==> src/rtl/cache_miss_handler_if.sv <==
// +----------------------------------------------------------------------+
// | cache_miss_handler_if : request, cache-port and burst-RAM bundle      |
// | Rev 1.0                                                               |
// +----------------------------------------------------------------------+
`default_nettype none

interface cache_miss_handler_if #(
    parameter int LINE_IX_BITWIDTH = 8
);
    localparam int TAG_BITWIDTH = 28 - LINE_IX_BITWIDTH;

    logic                    req_valid;
    logic [31:0]             req_address;
    logic [TAG_BITWIDTH-1:0] req_victim_tag;
    logic                    req_victim_dirty;
    logic                    busy;
    logic                    done;
    logic [31:0]             cache_address;
    logic [31:0]             cache_data_in;
    logic                    cache_write_enable;
    logic [31:0]             cache_data_out;
    logic                    br_cmd;
    logic                    br_cmd_wr;
    logic [31:0]             br_addr;
    logic [31:0]             br_wr_data;
    logic [31:0]             br_rd_data;
    logic                    br_data_ready;
    logic                    br_busy;

    // Environment side: issues misses, models the cache array and the RAM.
    modport master (
        output req_valid, req_address, req_victim_tag, req_victim_dirty,
        output cache_data_out, br_rd_data, br_data_ready, br_busy,
        input  busy, done, cache_address, cache_data_in, cache_write_enable,
        input  br_cmd, br_cmd_wr, br_addr, br_wr_data
    );

    modport slave (
        input  req_valid, req_address, req_victim_tag, req_victim_dirty,
        input  cache_data_out, br_rd_data, br_data_ready, br_busy,
        output busy, done, cache_address, cache_data_in, cache_write_enable,
        output br_cmd, br_cmd_wr, br_addr, br_wr_data
    );
endinterface

`default_nettype wire

==> src/rtl/cache_miss_handler.sv <==
// +----------------------------------------------------------------------+
// | cache_miss_handler : optional dirty-line write-back, then line fill  |
// | Write-back enabled by macro CACHE_MISS_HANDLER_WRITEBACK_EN. Rev 1.0  |
// +----------------------------------------------------------------------+
`default_nettype none

module cache_miss_handler #(
    parameter int LINE_IX_BITWIDTH = 8
) (
    input  wire logic          clk,
    input  wire logic          rst_n,
    cache_miss_handler_if.slave bus
);
    localparam int TAG_BITWIDTH = 28 - LINE_IX_BITWIDTH;

    typedef enum logic [2:0] {
        IDLE      = 3'd0,
`ifdef CACHE_MISS_HANDLER_WRITEBACK_EN
        WB_READ   = 3'd1,
        WB_CMD    = 3'd2,
        WB_DATA   = 3'd3,
`endif
        FILL_CMD  = 3'd4,
        FILL_DATA = 3'd5,
        DONE      = 3'd6
    } state_t;

    state_t                      r_state;
    logic [1:0]                  r_col;
    logic [TAG_BITWIDTH-1:0]     r_req_tag;
    logic [LINE_IX_BITWIDTH-1:0] r_line_ix;
    logic                        r_busy;
    logic                        r_done;
    logic                        r_br_cmd;
    logic                        r_br_cmd_wr;
    logic [31:0]                 r_br_addr;
`ifdef CACHE_MISS_HANDLER_WRITEBACK_EN
    logic [TAG_BITWIDTH-1:0]     r_victim_tag;
    logic [2:0]                  r_rd_cnt;
    logic [31:0]                 r_wb_buf [4];
`endif

    logic [31:0] w_cache_address;
    logic [31:0] w_cache_data_in;
    logic        w_cache_we;
    logic [31:0] w_br_wr_data;
    logic        w_unused;

    always_ff @(posedge clk) begin
        if (!rst_n) begin
            r_state     <= IDLE;
            r_col       <= '0;
            r_req_tag   <= '0;
            r_line_ix   <= '0;
            r_busy      <= 1'b0;
            r_done      <= 1'b0;
            r_br_cmd    <= 1'b0;
            r_br_cmd_wr <= 1'b0;
            r_br_addr   <= '0;
`ifdef CACHE_MISS_HANDLER_WRITEBACK_EN
            r_victim_tag <= '0;
            r_rd_cnt     <= '0;
            for (int i = 0; i < 4; i++) r_wb_buf[i] <= '0;
`endif
        end else begin
            case (r_state)
                IDLE: begin
                    if (bus.req_valid) begin
                        r_req_tag <= bus.req_address[31 -: TAG_BITWIDTH];
                        r_line_ix <= bus.req_address[LINE_IX_BITWIDTH+3:4];
                        r_busy    <= 1'b1;
                        r_col     <= '0;
`ifdef CACHE_MISS_HANDLER_WRITEBACK_EN
                        r_victim_tag <= bus.req_victim_tag;
                        r_rd_cnt     <= '0;
                        if (bus.req_victim_dirty) begin
                            r_state <= WB_READ;
                        end else
`endif
                        begin
                            r_state     <= FILL_CMD;
                            r_br_cmd    <= 1'b1;
                            r_br_cmd_wr <= 1'b0;
                            r_br_addr   <= {bus.req_address[31:4], 4'b0000};
                        end
                    end
                end
`ifdef CACHE_MISS_HANDLER_WRITEBACK_EN
                // Read data trails the address by one cycle, hence 5 cycles for 4 words.
                WB_READ: begin
                    if (r_rd_cnt != 3'd0) r_wb_buf[r_rd_cnt[1:0] - 2'd1] <= bus.cache_data_out;
                    if (r_rd_cnt == 3'd4) begin
                        r_state     <= WB_CMD;
                        r_br_cmd    <= 1'b1;
                        r_br_cmd_wr <= 1'b1;
                        r_br_addr   <= {r_victim_tag, r_line_ix, 4'b0000};
                    end else begin
                        r_rd_cnt <= r_rd_cnt + 3'd1;
                    end
                end
                WB_CMD: begin
                    if (!bus.br_busy) begin
                        r_br_cmd <= 1'b0;
                        r_col    <= '0;
                        r_state  <= WB_DATA;
                    end
                end
                WB_DATA: begin
                    if (bus.br_data_ready) begin
                        r_col <= r_col + 2'd1;
                        if (r_col == 2'd3) begin
                            r_state     <= FILL_CMD;
                            r_br_cmd    <= 1'b1;
                            r_br_cmd_wr <= 1'b0;
                            r_br_addr   <= {r_req_tag, r_line_ix, 4'b0000};
                        end
                    end
                end
`endif
                FILL_CMD: begin
                    if (!bus.br_busy) begin
                        r_br_cmd <= 1'b0;
                        r_col    <= '0;
                        r_state  <= FILL_DATA;
                    end
                end
                FILL_DATA: begin
                    if (bus.br_data_ready) begin
                        r_col <= r_col + 2'd1;
                        if (r_col == 2'd3) begin
                            r_state <= DONE;
                            r_done  <= 1'b1;
                            r_busy  <= 1'b0;
                        end
                    end
                end
                DONE: begin
                    r_done  <= 1'b0;
                    r_state <= IDLE;
                end
                default: r_state <= IDLE;
            endcase
        end
    end

    // Fill writes are combinational on br_data_ready; rst_n gating keeps a reset cycle write-free.
    always_comb begin
        w_cache_address = '0;
        w_cache_data_in = '0;
        w_cache_we      = 1'b0;
        w_br_wr_data    = '0;
`ifdef CACHE_MISS_HANDLER_WRITEBACK_EN
        if (r_state == WB_READ && r_rd_cnt != 3'd4)
            w_cache_address = {r_victim_tag, r_line_ix, r_rd_cnt[1:0], 2'b00};
        if (r_state == WB_DATA)
            w_br_wr_data = r_wb_buf[r_col];
`endif
        if (r_state == FILL_DATA) begin
            w_cache_address = {r_req_tag, r_line_ix, r_col, 2'b00};
            if (bus.br_data_ready && rst_n) begin
                w_cache_we      = 1'b1;
                w_cache_data_in = bus.br_rd_data;
            end
        end
    end

`ifdef CACHE_MISS_HANDLER_WRITEBACK_EN
    assign w_unused = ^bus.req_address[3:0];
`else
    assign w_unused = ^{bus.req_address[3:0], bus.req_victim_tag,
                        bus.req_victim_dirty, bus.cache_data_out};
`endif

    assign bus.busy               = r_busy;
    assign bus.done               = r_done;
    assign bus.br_cmd             = r_br_cmd;
    assign bus.br_cmd_wr          = r_br_cmd_wr;
    assign bus.br_addr            = r_br_addr;
    assign bus.br_wr_data         = w_br_wr_data;
    assign bus.cache_address      = w_cache_address;
    assign bus.cache_data_in      = w_cache_data_in;
    assign bus.cache_write_enable = w_cache_we;

endmodule

`default_nettype wire

==> src/flat_wrapper.sv <==
// flat-port wrapper written by rule: the top's interface ports become plain ports
module cache_miss_handler_flat 
#(
    parameter int LINE_IX_BITWIDTH = 8
)
  (clk, rst_n, bus_req_valid, bus_req_address, bus_req_victim_tag, bus_req_victim_dirty, bus_cache_data_out, bus_br_rd_data, bus_br_data_ready, bus_br_busy, bus_busy, bus_done, bus_cache_address, bus_cache_data_in, bus_cache_write_enable, bus_br_cmd, bus_br_cmd_wr, bus_br_addr, bus_br_wr_data);
  cache_miss_handler_if #(.LINE_IX_BITWIDTH(LINE_IX_BITWIDTH)) bus_i ();
  input  wire logic clk;
  input  wire logic rst_n;
  input wire logic [$bits(bus_i.req_valid)-1:0] bus_req_valid;
  input wire logic [$bits(bus_i.req_address)-1:0] bus_req_address;
  input wire logic [$bits(bus_i.req_victim_tag)-1:0] bus_req_victim_tag;
  input wire logic [$bits(bus_i.req_victim_dirty)-1:0] bus_req_victim_dirty;
  input wire logic [$bits(bus_i.cache_data_out)-1:0] bus_cache_data_out;
  input wire logic [$bits(bus_i.br_rd_data)-1:0] bus_br_rd_data;
  input wire logic [$bits(bus_i.br_data_ready)-1:0] bus_br_data_ready;
  input wire logic [$bits(bus_i.br_busy)-1:0] bus_br_busy;
  output wire logic [$bits(bus_i.busy)-1:0] bus_busy;
  output wire logic [$bits(bus_i.done)-1:0] bus_done;
  output wire logic [$bits(bus_i.cache_address)-1:0] bus_cache_address;
  output wire logic [$bits(bus_i.cache_data_in)-1:0] bus_cache_data_in;
  output wire logic [$bits(bus_i.cache_write_enable)-1:0] bus_cache_write_enable;
  output wire logic [$bits(bus_i.br_cmd)-1:0] bus_br_cmd;
  output wire logic [$bits(bus_i.br_cmd_wr)-1:0] bus_br_cmd_wr;
  output wire logic [$bits(bus_i.br_addr)-1:0] bus_br_addr;
  output wire logic [$bits(bus_i.br_wr_data)-1:0] bus_br_wr_data;
  assign bus_i.req_valid = bus_req_valid;
  assign bus_i.req_address = bus_req_address;
  assign bus_i.req_victim_tag = bus_req_victim_tag;
  assign bus_i.req_victim_dirty = bus_req_victim_dirty;
  assign bus_i.cache_data_out = bus_cache_data_out;
  assign bus_i.br_rd_data = bus_br_rd_data;
  assign bus_i.br_data_ready = bus_br_data_ready;
  assign bus_i.br_busy = bus_br_busy;
  assign bus_busy = bus_i.busy;
  assign bus_done = bus_i.done;
  assign bus_cache_address = bus_i.cache_address;
  assign bus_cache_data_in = bus_i.cache_data_in;
  assign bus_cache_write_enable = bus_i.cache_write_enable;
  assign bus_br_cmd = bus_i.br_cmd;
  assign bus_br_cmd_wr = bus_i.br_cmd_wr;
  assign bus_br_addr = bus_i.br_addr;
  assign bus_br_wr_data = bus_i.br_wr_data;
  cache_miss_handler #(.LINE_IX_BITWIDTH(LINE_IX_BITWIDTH)) u_core (.clk(clk), .rst_n(rst_n), .bus(bus_i));
endmodule
==> config.mk <==
export PLATFORM = sky130hd
export DESIGN_NAME = cache_miss_handler_flat
export DESIGN_NICKNAME = d
export VERILOG_FILES = /design/src/rtl/cache_miss_handler_if.sv /design/src/rtl/cache_miss_handler.sv /design/src/flat_wrapper.sv
export SDC_FILE = /design/constraint.sdc
export NUM_CORES = 1
export LEC_CHECK = 0
export BUFFER_PORTS_ARGS = -buffer_cell sky130_fd_sc_hd__buf_2
export CORE_AREA = 8 8 92 94
export DETAILED_ROUTE_END_ITERATION = 6
export DIE_AREA = 0 0 100 102
export GPL_ROUTABILITY_DRIVEN = 0
export PLACE_DENSITY = 0.86
export SETUP_SLACK_MARGIN = 0.15
export SKIP_LAST_GASP = 1
export SLEW_MARGIN = 10
export SYNTH_ARGS = -nofsm -noshare
export SYNTH_HDL_FRONTEND = slang
export SYNTH_SLANG_ARGS = --single-unit
==> constraint.sdc <==
create_clock -name clk -period 3 [get_ports clk]
set_clock_uncertainty 0.1 [all_clocks]
set_input_delay 0.75 -clock clk [delete_from_list [all_inputs] [get_ports clk]]
set_output_delay 0.75 -clock clk [all_outputs]
set_load 0.01 [all_outputs]
==> flow_metrics.env <==
export IMPL_final_cells=523
export IMPL_final_setup_worst_slack_ns=0.388
export IMPL_p_per_area_nw_per_um2=364
export IMPL_via_per_inst=4.21
export IMPL_fin_nets=547
export IMPL_synth_warnings=0
export IMPL_endpoint_kind="primary output"
export IMPL_h_tree_depth=2
export IMPL_initial_core_util=0.306
export IMPL_tightest_slew_ns=0.956
export IMPL_cts_setup_buffers=0
export IMPL_cts_resized=0
export IMPL_drcViolationCount=0
export IMPL_first_pass_iters=4
export IMPL_crit_buf_inv=2
export IMPL_cts_made_buffers=5
export IMPL_p_leak_nw=1.68
export IMPL_coreArea_sq_um=7060
export IMPL_max_stage_delay_ns=0.47
export IMPL_preCtsSetupSlack_ns=0.509
export IMPL_hold_slack_ns=0.363
export IMPL_route_antenna_remaining_nets=0
export IMPL_hold_violations=0
export IMPL_hold_path_end="u_core.r_req_tag[11]"
export IMPL_wl_per_cell_um=14.4
export IMPL_ys_seq_area_frac=0.333
export IMPL_synthArstFlopShare=0
export IMPL_worstReg2RegStart="u_core.r_state[0]"
export IMPL_yosys_top_cells_area="dfxtp_1 33%, and2_1 18%, buf_4 14%, nand2_1 11%, a21boi_1 9.7%"
export IMPL_min_path_cells=2
export IMPL_first_global_vias=2086
export IMPL_synth_area_per_cell_sq_um=7.87
export IMPL_cts_hold_buf=0
export IMPL_path_delay_family="simple AND/OR/NAND/NOR gates"
export IMPL_final_core_util=0.419
export IMPL_fmax_mhz=383
export IMPL_synth_top_area_frac=0.333
export IMPL_yosys_top_cells_count="62 x and2_1, 62 x nand2_1, 40 x buf_4, 36 x dfxtp_1, 28 x a21boi_1"
export IMPL_antenna_diode_count=0
export IMPL_worstPathRequired_ns=2.15
export IMPL_rows=31
export IMPL_slowest_stage="dfxtp_1"
export IMPL_critPathMaxFanout=33
export IMPL_peakVddDrop_v=0.000182
export IMPL_vias=2204
export IMPL_path_class="flop to primary output"
export IMPL_tns_ns=0
export IMPL_worst_ep_arrival_time_ns=1.76
export IMPL_synth_area_leader_cell="dfxtp_1"
export IMPL_grt_max_degree=38
export IMPL_yosys_area_share_simple=0.341
export IMPL_period_minus_slack_ns=2.61
export IMPL_cts_sink_count=36
export IMPL_die_area_sq_um=10200
export IMPL_grt_pass1_wl_um=10900
export IMPL_die_w_um=100
export IMPL_place_port_buffers=158
export IMPL_cts_root_buf="clkbuf_8"
export IMPL_globalRouteTotalUtil=0.134
export IMPL_path_cells="nor2b_1 > and4_1 > buf_4 > and2_1 > buf_2"
export IMPL_reg2reg_to="u_core.r_req_tag[1]"
export IMPL_die_h_um=102
export IMPL_synth_compound_area_frac=0.123
export IMPL_placed_cell_area_sq_um=2860
export IMPL_totalPowerFinal_mw=1.08
export IMPL_hp_start="u_core.r_req_tag[11]"
export IMPL_dp_cells=516
export IMPL_synth_top_family_by_area="simple AND/OR/NAND/NOR gates"
export IMPL_hp_class="flop to flop"
export IMPL_wirelength_um=7530
export IMPL_rsz0062_at_grt="false"
export IMPL_setup_viol=0
export IMPL_clk_path_buf_depth=2
export IMPL_ys_ff_latch=36
export IMPL_r2r_cells=3
export IMPL_synth_edf_count=0
export IMPL_cts_tree="yes"
export IMPL_synth_cell_types=30
export IMPL_antenna_found_initial=0
export IMPL_synth_adder_area_share=0.00578
export IMPL_synth_xor_xnor_area_share=0
export IMPL_relSlewSlack=0.362
export IMPL_worstSetupStartpointType="flop"
export IMPL_drive_gt1_frac=0.401
export IMPL_finish_instance_area_sq_um=2960
export IMPL_slew_violations=0
export IMPL_drt_iter0_markers=98
export IMPL_overflow=0
export IMPL_hpwl_um=6220
export IMPL_io_pins=255
export IMPL_finalCritPeriodShare=0.871
export IMPL_synthCells=275
export IMPL_syn_area_sq_um=2160
export IMPL_synth_ff_type="dfxtp_1"
export IMPL_clk_pin_slew_ns=0.06
export IMPL_rrSetupSlack_ns=1.08
export IMPL_area_delta_synth_final_pct=36.7
export IMPL_synthMuxAreaShare=0.00925
export IMPL_status="finished clean"
export IMPL_clk_latency_ns=0.27
export IMPL_max_cap_violations=0
-- cell families (layout without fill, tap and decap cells) --
| kind of cell | Yosys count | after routing |
|---|---|---|
| AO/OA/AOI/OAI | 36 | 36 |
| buffers and inverters | 59 | 170 |
| other | 1 | 39 |
| multiplexers | 2 | 2 |
| adder cells (fa/ha/maj) | 1 | 1 |
| flip-flops | 36 | 36 |
| AND/OR/NAND/NOR | 140 | 140 |
-- where the power goes --
| part | switching, mW | leakage, nW | internal (mW) |
|---|---|---|---|
| clock | 0.158 | 0.0503 | 0.204 |
| sequential | 0.0201 | 0.295 | 0.505 |
| combinational | 0.108 | 1.34 | 0.0803 |
-- cells in the final DEF, fill, tap and decap left out, drive strengths merged, types with 3 or more instances in the layout --
cell / Yosys / routed
clkbuf: 8 / 7
and2: 62 / 62
nand3: 3 / 3
nand2: 62 / 62
conb: 1 / 39
a21boi: 30 / 30
dfxtp: 36 / 36
buf: 50 / 162
-- worst max-delay path by stage --
stage                      startpoint                    end  slack (ns)  depth (start not counted)
detailed placement  bus_br_data_ready   bus_cache_data_in[9]        0.51                          5
finish              u_core.r_state[2]   bus_cache_data_in[9]        0.39                          5
floorplan           bus_br_data_ready  bus_cache_data_in[10]        0.80                          3
global placement    bus_br_data_ready   bus_cache_data_in[5]        0.55                          5
global route        u_core.r_state[2]   bus_cache_data_in[6]        0.17                          5
CTS                 u_core.r_state[2]   bus_cache_data_in[9]        0.33                          5
-- cell type report --
cell class,instances,area (sq um)
inverter,1,3.75
tap,99,124
timing repair buffer,162,821
clock buffer,7,96.3
sequential,36,721
multi-input combinational,218,1190
fill,746,4100
-- registers in the layout (all words and copies together) (netlist names) --
| register | cells |
|---|---|
| u_core.bus.busy | 1 |
| u_core.r_state | 3 |
| u_core.bus.br_cmd | 1 |
| u_core.bus.done | 1 |
| u_core.r_line_ix | 7 |
| u_core.bus.br_addr | 1 |
| u_core.r_col | 2 |
| u_core.r_req_tag | 20 |
-- worst register-to-register path, delay by kind of cell (launching register included) --
kind               cells  cell delay (ns)
AOI/OAI and AO/OA      1             0.08
and+or+nand+nor        2             1.22
DFF                    1             0.42
-- routing by layer --
| metal | vias up | wire (um) | track usage |
|---|---|---|---|
| met5 | - | 0 | 0 |
| met4 | 0 | 52 | 0.0279 |
| met3 | 6 | 904 | 0.0525 |
| met2 | 131 | 3850 | 0.260 |
| met1 | 987 | 2720 | 0.131 |
| li1 | 1080 | - | - |
Note: power is estimated with default switching activity, not from simulation.
